==> config.mk <==
export PLATFORM = sky130hd
export DESIGN_NAME = rf_write_scheduler
export DESIGN_NICKNAME = d
export VERILOG_FILES = /design/src/rtl/rf_pkg.sv /design/src/rtl/rr_arbiter2.sv /design/src/rtl/rf_write_scheduler.sv
export SDC_FILE = /design/constraint.sdc
export NUM_CORES = 1
export LEC_CHECK = 0
export ABC_AREA = 1
export CORE_UTILIZATION = 30
export CTS_BUF_LIST = sky130_fd_sc_hd__clkbuf_8
export CTS_CLUSTER_DIAMETER = 150
export DETAILED_ROUTE_END_ITERATION = 16
export MAX_ROUTING_LAYER = met4
export PLACE_DENSITY = 0.63
export SLEW_MARGIN = 20
export SYNTH_ARGS = -nofsm -noshare
export SYNTH_HDL_FRONTEND = slang
export SYNTH_SLANG_ARGS = --single-unit
==> constraint.sdc <==
create_clock -name clk -period 2.05 [get_ports clk]
set_clock_uncertainty 0.15 [all_clocks]
set_input_delay 0.41 -clock clk [delete_from_list [all_inputs] [get_ports clk]]
set_output_delay 0.41 -clock clk [all_outputs]
set_load 0.005 [all_outputs]
==> src/rtl/rf_pkg.sv <==
// Shared widths and source identifiers for the register-file write scheduler.
package rf_pkg;

    localparam int DATA_W_DEF = 32;
    localparam int SEL_W_DEF  = 5;

    typedef enum logic {
        SRC_A = 1'b0,
        SRC_B = 1'b1
    } src_e;

endpackage

==> src/rtl/rr_arbiter2.sv <==
// Two-way round-robin arbiter; pointer names the winner when both request.
// Grants are combinational and forced low while reset is asserted.
module rr_arbiter2
    import rf_pkg::*;
(
    input  logic clk,
    input  logic rst_n,
    input  logic req_a_i,
    input  logic req_b_i,
    output logic gnt_a_o,
    output logic gnt_b_o
);

    src_e ptr_q, ptr_d;

    always_comb begin
        gnt_a_o = rst_n & req_a_i & (~req_b_i | (ptr_q == SRC_A));
        gnt_b_o = rst_n & req_b_i & (~req_a_i | (ptr_q == SRC_B));
    end

    // The loser of any grant gets priority next; idle cycles hold the pointer.
    always_comb begin
        ptr_d = ptr_q;
        if (gnt_a_o)
            ptr_d = SRC_B;
        else if (gnt_b_o)
            ptr_d = SRC_A;
    end

    always_ff @(posedge clk or negedge rst_n) begin
        if (!rst_n)
            ptr_q <= SRC_A;
        else
            ptr_q <= ptr_d;
    end

endmodule

==> src/rtl/rf_write_scheduler.sv <==
// Merges pipeline writeback (A) and multi-cycle unit (B) onto one registered RF write port,
// and tracks long-latency destinations pending so decode can stall on them.
module rf_write_scheduler
    import rf_pkg::*;
#(
    parameter int DATA_W = DATA_W_DEF,
    parameter int SEL_W  = SEL_W_DEF
) (
    input  logic              clk,
    input  logic              rst_n,
    input  logic              a_valid,
    input  logic [SEL_W-1:0]  a_sel,
    input  logic [DATA_W-1:0] a_data,
    output logic              a_ready,
    input  logic              b_valid,
    input  logic [SEL_W-1:0]  b_sel,
    input  logic [DATA_W-1:0] b_data,
    output logic              b_ready,
    input  logic              issue_valid,
    input  logic [SEL_W-1:0]  issue_sel,
    input  logic [SEL_W-1:0]  rs1_sel,
    input  logic [SEL_W-1:0]  rs2_sel,
    output logic              stall,
    output logic              writenable,
    output logic [SEL_W-1:0]  writesel,
    output logic [DATA_W-1:0] Din
);

    localparam int NREG = 1 << SEL_W;

    logic              a_gnt, b_gnt;
    logic              we_q, we_d;
    logic [SEL_W-1:0]  wsel_q, wsel_d;
    logic [DATA_W-1:0] din_q, din_d;
    logic [NREG-1:0]   pend_q, pend_d;

    rr_arbiter2 u_arb (
        .clk     (clk),
        .rst_n   (rst_n),
        .req_a_i (a_valid),
        .req_b_i (b_valid),
        .gnt_a_o (a_gnt),
        .gnt_b_o (b_gnt)
    );

    assign a_ready = a_gnt;
    assign b_ready = b_gnt;

    // r0 is hardwired zero: its writes are accepted but never reach the RF.
    always_comb begin
        we_d   = 1'b0;
        wsel_d = wsel_q;
        din_d  = din_q;
        if (a_gnt) begin
            we_d   = (a_sel != '0);
            wsel_d = a_sel;
            din_d  = a_data;
        end else if (b_gnt) begin
            we_d   = (b_sel != '0);
            wsel_d = b_sel;
            din_d  = b_data;
        end
    end

    // Set is applied after clear so a same-cycle issue to the retiring register wins.
    always_comb begin
        pend_d = pend_q;
        if (b_gnt)
            pend_d[b_sel] = 1'b0;
        if (issue_valid && (issue_sel != '0))
            pend_d[issue_sel] = 1'b1;
    end

    assign stall = pend_q[rs1_sel] | pend_q[rs2_sel];

    always_ff @(posedge clk or negedge rst_n) begin
        if (!rst_n) begin
            we_q   <= 1'b0;
            wsel_q <= '0;
            din_q  <= '0;
            pend_q <= '0;
        end else begin
            we_q   <= we_d;
            wsel_q <= wsel_d;
            din_q  <= din_d;
            pend_q <= pend_d;
        end
    end

    assign writenable = we_q;
    assign writesel   = wsel_q;
    assign Din        = din_q;

endmodule

==> metrics.md, run 1 <==
| Metric | Value |
|---|---|
| I/O pin count | `135` |
| Max Buffers Root-to-Sink | `2` |
| Final setup viols | `1` |
| Slew Viols, Final | `0` |
| Number of synthesized register bits | `71` |
| Hold Slack | `72.9 ps` |
| Crit start category | `flop` |
| Mean Syn Cell Area | `7.35 µm²` |
| Initial Utilization | `0.309` |
| All-Layer GR Usage | `0.210` |
| Hold Crit Class | `primary input to asynchronous set/reset pin` |
| Most common cell after layout, fill and taps aside | `nand2_1` |
| Final cycle utilization of the critical path | `1.00` |
| Most frequent cells in the layout | `138 x nand2_1, 123 x clkdlybuf4s50_1, 71 x dfrtp_1` |
| Met1 Use GR | `0.262` |
| First-pass GRT wire length | `21200 µm` |
| Data required, critical path | `1490 ps` |
| Yosys warns | `0` |
| Final core occ | `0.461` |
| Grt peak-use layer | `met2` |
| Row count | `41` |
| Failing checks | `negative setup slack` |
| CP Max Fanout | `2` |
| Worst IR Drop VDD | `0.402 mV` |
| Critical path arrival | `1490 ps` |
| Final Hold Vio Count | `0` |
| Buffers on Ports | `134` |
| Via Count | `4303` |
| Mapped Cells | `532` |
| Register area share after synthesis | `0.454` |
| Worst skew pair latency | `340 ps` |
| Area growth syn-to-layout | `49.4%` |
| Final Critical Period | `2050 ps` |
| P_leak | `2.63 nW` |
| Maximum level of the CTS H-tree | `3` |
| Pre-Repair DR Iteration Count | `7` |
| DP Wirelength | `9910 µm` |
| Core ar. | `12700 µm²` |
| Cts bufs inserted | `9` |
| Share of the synthesized area in the top cell type | `0.454` |
| Post-DRT Antenna Nets | `0` |
| Power consumption | `4.52 mW` |
| Crit path kind | `flop to primary output` |
| ANT cells | `0` |
| Area of the multi-input gates | `1820 µm²` |
| Seq. cell area | `1780 µm²` |
| CTS root buf | `clkbuf_8` |
| Mapped Nets | `626` |
| GRT Residual Overflow | `0` |
| Netlist cell types | `23` |
| Drt wl/cell | `15.2 µm` |
| Crit path capture type | `primary output` |
| TritonCTS clock tree | `done` |
| DIE AREA | `13500 µm²` |
| GR Util met2 | `0.343` |
| Mapped Area | `3910 µm²` |
| Number of global-route vias before repair | `4264` |
| RSZ-0062 raised after global routing | `true` |
| Worst Tran Pin Value | `597 ps` |
| Met3 usage | `0.0327` |
| Ranking of synthesized cells by area | `dfrtp_1 45%, nand2_1 13%, nand3_1 7.4%, o21ai_1 7.2%, o21ai_0 5.0%` |
| Final worst slack | `-1.41 ps` |
| Maxcap violations | `0` |
| Outcome | `complete, but fails checks` |
| Pwr dens | `773 nW/µm²` |
| Die width | `116 µm` |
| FMAX | `487 MHz` |
| Cells on worst reg2reg path | `6` |
| Yosys top cell by area | `dfrtp_1` |
| Antenna violations before repair | `0` |
| CTS Sinks | `71` |
| Post-place setup slack | `-686 ps` |
| Max_slew headroom | `0.602` |
| Layout Nets | `783` |
| Die H | `116 µm` |
| Vias/cell | `4.97` |
| Layout cell share with drive strength beyond 1 | `0.110` |
| Final wirelength | `13200 µm` |
| Register clock-pin slew on the reported worst setup and hold paths | `70 ps` |
| Largest net degree at the start of global routing | `48` |
| # fillers | `1275` |
| Placer Congestion | `0.894` |
| Initial drt markers | `238` |
| Drt drc | `0` |
==> registers in the layout (all words and copies together), names as in the netlist <==
signal,cells
Din,32
pend_q,32
u_arb.ptr_q,1
writenable,1
writesel,5
==> timing repair <==
item	CTS	global route
hold buffers	1	0
buffers inserted	0	2
pin swaps	1	11
hold endpoints to repair	24	0
gates resized for setup	30	8
cloned	2	0
endpoints found under the setup margin	3	2
==> Yosys cell counts, drive strengths merged <==
master and instances:
nand2 138, a21oi 36, inv 48, nor3 2, nand3 61, buf 23
dfrtp 71, nand4 4, o211ai 3, o31ai 3, nor2 44, o221ai 1
nor4 1, clkinv 1, o21ai 96
==> worst paths after layout <==
check | startpoint | endpoint | slack [ps]
max | pend_q[22] | stall | -1
min reg2reg | Din[31] | Din[31] | 340
min | rst_n | Din[30] | 70
max reg2reg | u_arb.ptr_q | Din[0] | 400
max in group asynchronous | rst_n | pend_q[16] | 1010
min in group clk | Din[31] | Din[31] | 340
==> cells by family after synthesis <==
family,count (synthesis),synth area share
AOI/OAI and AO/OA,139,0.186
buffers and inverters,72,0.0860
DFF,71,0.454
and+or+nand+nor,250,0.273
==> report_power, final <==
| group | total (mW) | internal, mW | switching [mW] |
|---|---|---|---|
| registers | 1.98 | 1.72 | 0.258 |
| clock network | 1.10 | 0.581 | 0.518 |
| logic | 1.44 | 0.775 | 0.670 |
==> critical path, stage by stage (launching register included) <==
cell and delay [ps]:
dfrtp_1 390, buf_4 140, nand2_1 70, nand3_2 70, nand3_2 70, nand2_1 50, nand2_1 60, nand3_1 70
nand2_1 80, nand2_1 50, clkbuf_2 100
==> metal layers <==
metal / part of all wire / vias up / wire [µm]
met2: 0.47 / 168 / 6210
li1: - / 2076 / -
met1: 0.44 / 2033 / 5840
met3: 0.064 / 26 / 846
met5: 0 / - / 0
met4: 0.023 / 0 / 303
==> final cells by class <==
class	instances	share of cell area
clock inverters	6	0.00920
clock buffers	10	0.0235
multi-input cells	389	0.311
well taps	172	0.0368
repair buffers	169	0.283
inverters	49	0.0330
flip-flops and latches	71	0.304
==> through the flow <==
| stage | cell area (µm²) | std cells | TNS [ps] |
|---|---|---|---|
| floorplan | 3910 | 532 | 0 |
| global placement | 5580 | 845 | -8590 |
| detailed placement | 5580 | 845 | -8490 |
| CTS | 5820 | 864 | -136 |
| global route | 5850 | 866 | -116 |
| finish | 5850 | 866 | -1.41 |
No activity file was read; power rests on OpenSTA's default activity.
==> inputs of run 2 (changes only) <==
--- a/config.mk
+++ b/config.mk
@@ -6,6 +6,7 @@
 export NUM_CORES = 1
 export LEC_CHECK = 0
 export ABC_AREA = 1
+export ABC_CLOCK_PERIOD_IN_PS = 2050
 export CORE_UTILIZATION = 30
 export CTS_BUF_LIST = sky130_fd_sc_hd__clkbuf_8
 export CTS_CLUSTER_DIAMETER = 150
@@ -16,3 +17,4 @@
 export SYNTH_ARGS = -nofsm -noshare
 export SYNTH_HDL_FRONTEND = slang
 export SYNTH_SLANG_ARGS = --single-unit
+export TNS_END_PERCENT = 30
==> run 2 against run 1 <==
The run still ends with negative setup slack left. Routed wire length hardly changed. First-iteration DRC count stayed put. Flip-flop and latch count stayed put. Combinational power hardly changed. Critical path depth stayed put. Critical endpoint unchanged. Highest routed layer unchanged.
==> metrics.md, run 2 (synthesized netlist as in run 1, its figures left out) <==
| Metric | Value |
|---|---|
| Via Count | `4301 (-0.046%)` |
| Failing checks | `negative setup slack` |
| GRT Residual Overflow | `0 (unchanged)` |
| Antenna violations before repair | `0 (unchanged)` |
| Maximum level of the CTS H-tree | `3 (unchanged)` |
| First-pass GRT wire length | `21200 µm (unchanged)` |
| All-Layer GR Usage | `0.210 (unchanged)` |
| FMAX | `487 MHz (unchanged)` |
| Final setup viols | `1 (unchanged)` |
| Final cycle utilization of the critical path | `1.00 (unchanged)` |
| Pwr dens | `773 nW/µm² (about the same)` |
| Final wirelength | `13200 µm (about the same)` |
| Number of global-route vias before repair | `4264 (unchanged)` |
| Crit path kind | `flop to primary output` |
| Final Hold Vio Count | `0 (unchanged)` |
| TritonCTS clock tree | `done` |
| Buffers on Ports | `134 (unchanged)` |
| Final setup TNS | `-1.41 ps (unchanged)` |
| Initial Utilization | `0.309 (unchanged)` |
| Most common cell after layout, fill and taps aside | `nand2_1` |
| Drt wl/cell | `15.2 µm (about the same)` |
| Worst skew pair latency | `340 ps (about the same)` |
| Placed cells | `845 (unchanged)` |
| Die width | `116 µm (unchanged)` |
| Max_slew headroom | `0.602 (unchanged)` |
| Critical path arrival | `1490 ps (about the same)` |
| Post-DRT Antenna Nets | `0 (unchanged)` |
| Placer Congestion | `0.894 (unchanged)` |
| Worst Tran Pin Value | `597 ps (unchanged)` |
| # fillers | `1276 (+0.078%)` |
| Final Critical Period | `2050 ps (unchanged)` |
| Row count | `41 (unchanged)` |
| DIE AREA | `13500 µm² (unchanged)` |
| Core ar. | `12700 µm² (unchanged)` |
| Layout cell share with drive strength beyond 1 | `0.110 (unchanged)` |
| Slew Viols, Final | `0 (unchanged)` |
| RSZ-0062 raised after global routing | `true` |
| CP Max Fanout | `2 (unchanged)` |
| Pre-Repair DR Iteration Count | `7 (unchanged)` |
| Crit path capture type | `primary output` |
| Layout Nets | `783 (unchanged)` |
| Vias/cell | `4.97 (about the same)` |
| Power consumption | `4.52 mW (about the same)` |
| ANT cells | `0 (unchanged)` |
| Most frequent cells in the layout | `138 x nand2_1, 123 x clkdlybuf4s50_1, 71 x dfrtp_1` |
| Placed instance area | `5580 µm² (unchanged)` |
| Max Buffers Root-to-Sink | `2 (unchanged)` |
| DP Wirelength | `9910 µm (unchanged)` |
| Drt drc | `0 (unchanged)` |
| Area growth syn-to-layout | `49.5% (about the same)` |
| CTS Sinks | `71 (unchanged)` |
| CTS root buf | `clkbuf_8` |
| Data required, critical path | `1490 ps (about the same)` |
| Worst IR Drop VDD | `0.402 mV (unchanged)` |
| Largest net degree at the start of global routing | `48 (unchanged)` |
| Maxcap violations | `0 (unchanged)` |
| Final Cell Area | `5850 µm² (about the same)` |
| Post-place setup slack | `-686 ps (unchanged)` |
| Initial drt markers | `238 (unchanged)` |
| Outcome | `complete, but fails checks` |
| Crit start category | `flop` |
| Final worst slack | `-1.41 ps (unchanged)` |
| I/O pin count | `135 (unchanged)` |
| Die H | `116 µm (unchanged)` |
| Register clock-pin slew on the reported worst setup and hold paths | `70 ps (about the same)` |
| Non-Filler Instances | `866 (unchanged)` |
| Hold Crit Class | `primary input to asynchronous set/reset pin` |
| P_leak | `2.64 nW (+0.44%)` |
| Cts bufs inserted | `9 (unchanged)` |
run 2: cell types whose count changed in the layout (fill, tap and decap cells not counted), sizes merged:
cell          delta
dlymetal6s2s     +1
dlygate4sd2      -1
run 2: metrics by stage:
step / hold slack, ps / utilization
after floorplan: -35.6 / -
after global placement: 305 / 0.440
after detailed placement: 314 / 0.440
after CTS: 86.0 / 0.460
after global routing: 133 / 0.462
final: 72.9 / 0.462
run 2: worst paths after layout:
path                              from         end  slack [ps]  cells after the start
setup / recovery            pend_q[22]       stall          -1                     10
hold / removal                   rst_n     Din[30]          70                      2
setup reg to reg           u_arb.ptr_q      Din[0]         400                      6
hold reg to reg                Din[31]     Din[31]         340                      2
max in group asynchronous        rst_n  pend_q[16]        1010                      3
min in group clk               Din[31]     Din[31]         340                      2
run 2: layout make-up:
class	instances	area [µm²]	share of cell area
Clock buffer	10	138	0.0235
Clock inverter	6	53.8	0.00920
Inverter	49	193	0.0329
Multi-Input combinational cell	389	1820	0.311
Sequential cell	71	1780	0.304
Tap cell	172	215	0.0368
Timing Repair Buffer	169	1660	0.283
run 2: critical path, cell delays in order, from the launching register on:
cell,delay [ps]
dfrtp_1,390
buf_4,140
nand2_1,70
nand3_2,70
nand3_2,70
nand2_1,50
nand2_1,60
nand3_1,70
nand2_1,80
nand2_1,50
clkbuf_2,100
run 2: report_power, final:
part,switching (mW),internal [mW]
sequential,0.258,1.72
clock,0.518,0.581
combinational,0.670,0.775
total,1.45,3.08
run 2: what timing repair did:
action | in CTS | in global routing
hold endpoints to repair | 24 | 0
resized for setup | 29 | 9
setup buffers | 0 | 2
hold buffers | 1 | 0
setup endpoints to repair | 3 | 3
pin swaps | 0 | 12
cloned | 2 | 0
run 2: layer usage:
layer  track usage  wire length (µm)  share of wire
met1         0.262              5840           0.44
met2         0.343              6210           0.47
met3        0.0327               842          0.064
met4        0.0838               303          0.023
met5             -                 0              0
==> inputs of run 3 (changes only) <==
--- a/config.mk
+++ b/config.mk
@@ -6,7 +6,6 @@
 export NUM_CORES = 1
 export LEC_CHECK = 0
 export ABC_AREA = 1
-export ABC_CLOCK_PERIOD_IN_PS = 2050
 export CORE_UTILIZATION = 30
 export CTS_BUF_LIST = sky130_fd_sc_hd__clkbuf_8
 export CTS_CLUSTER_DIAMETER = 150
==> results of run 3 <==
No change in the layout: final DEF, timing and power equal those of run 2.
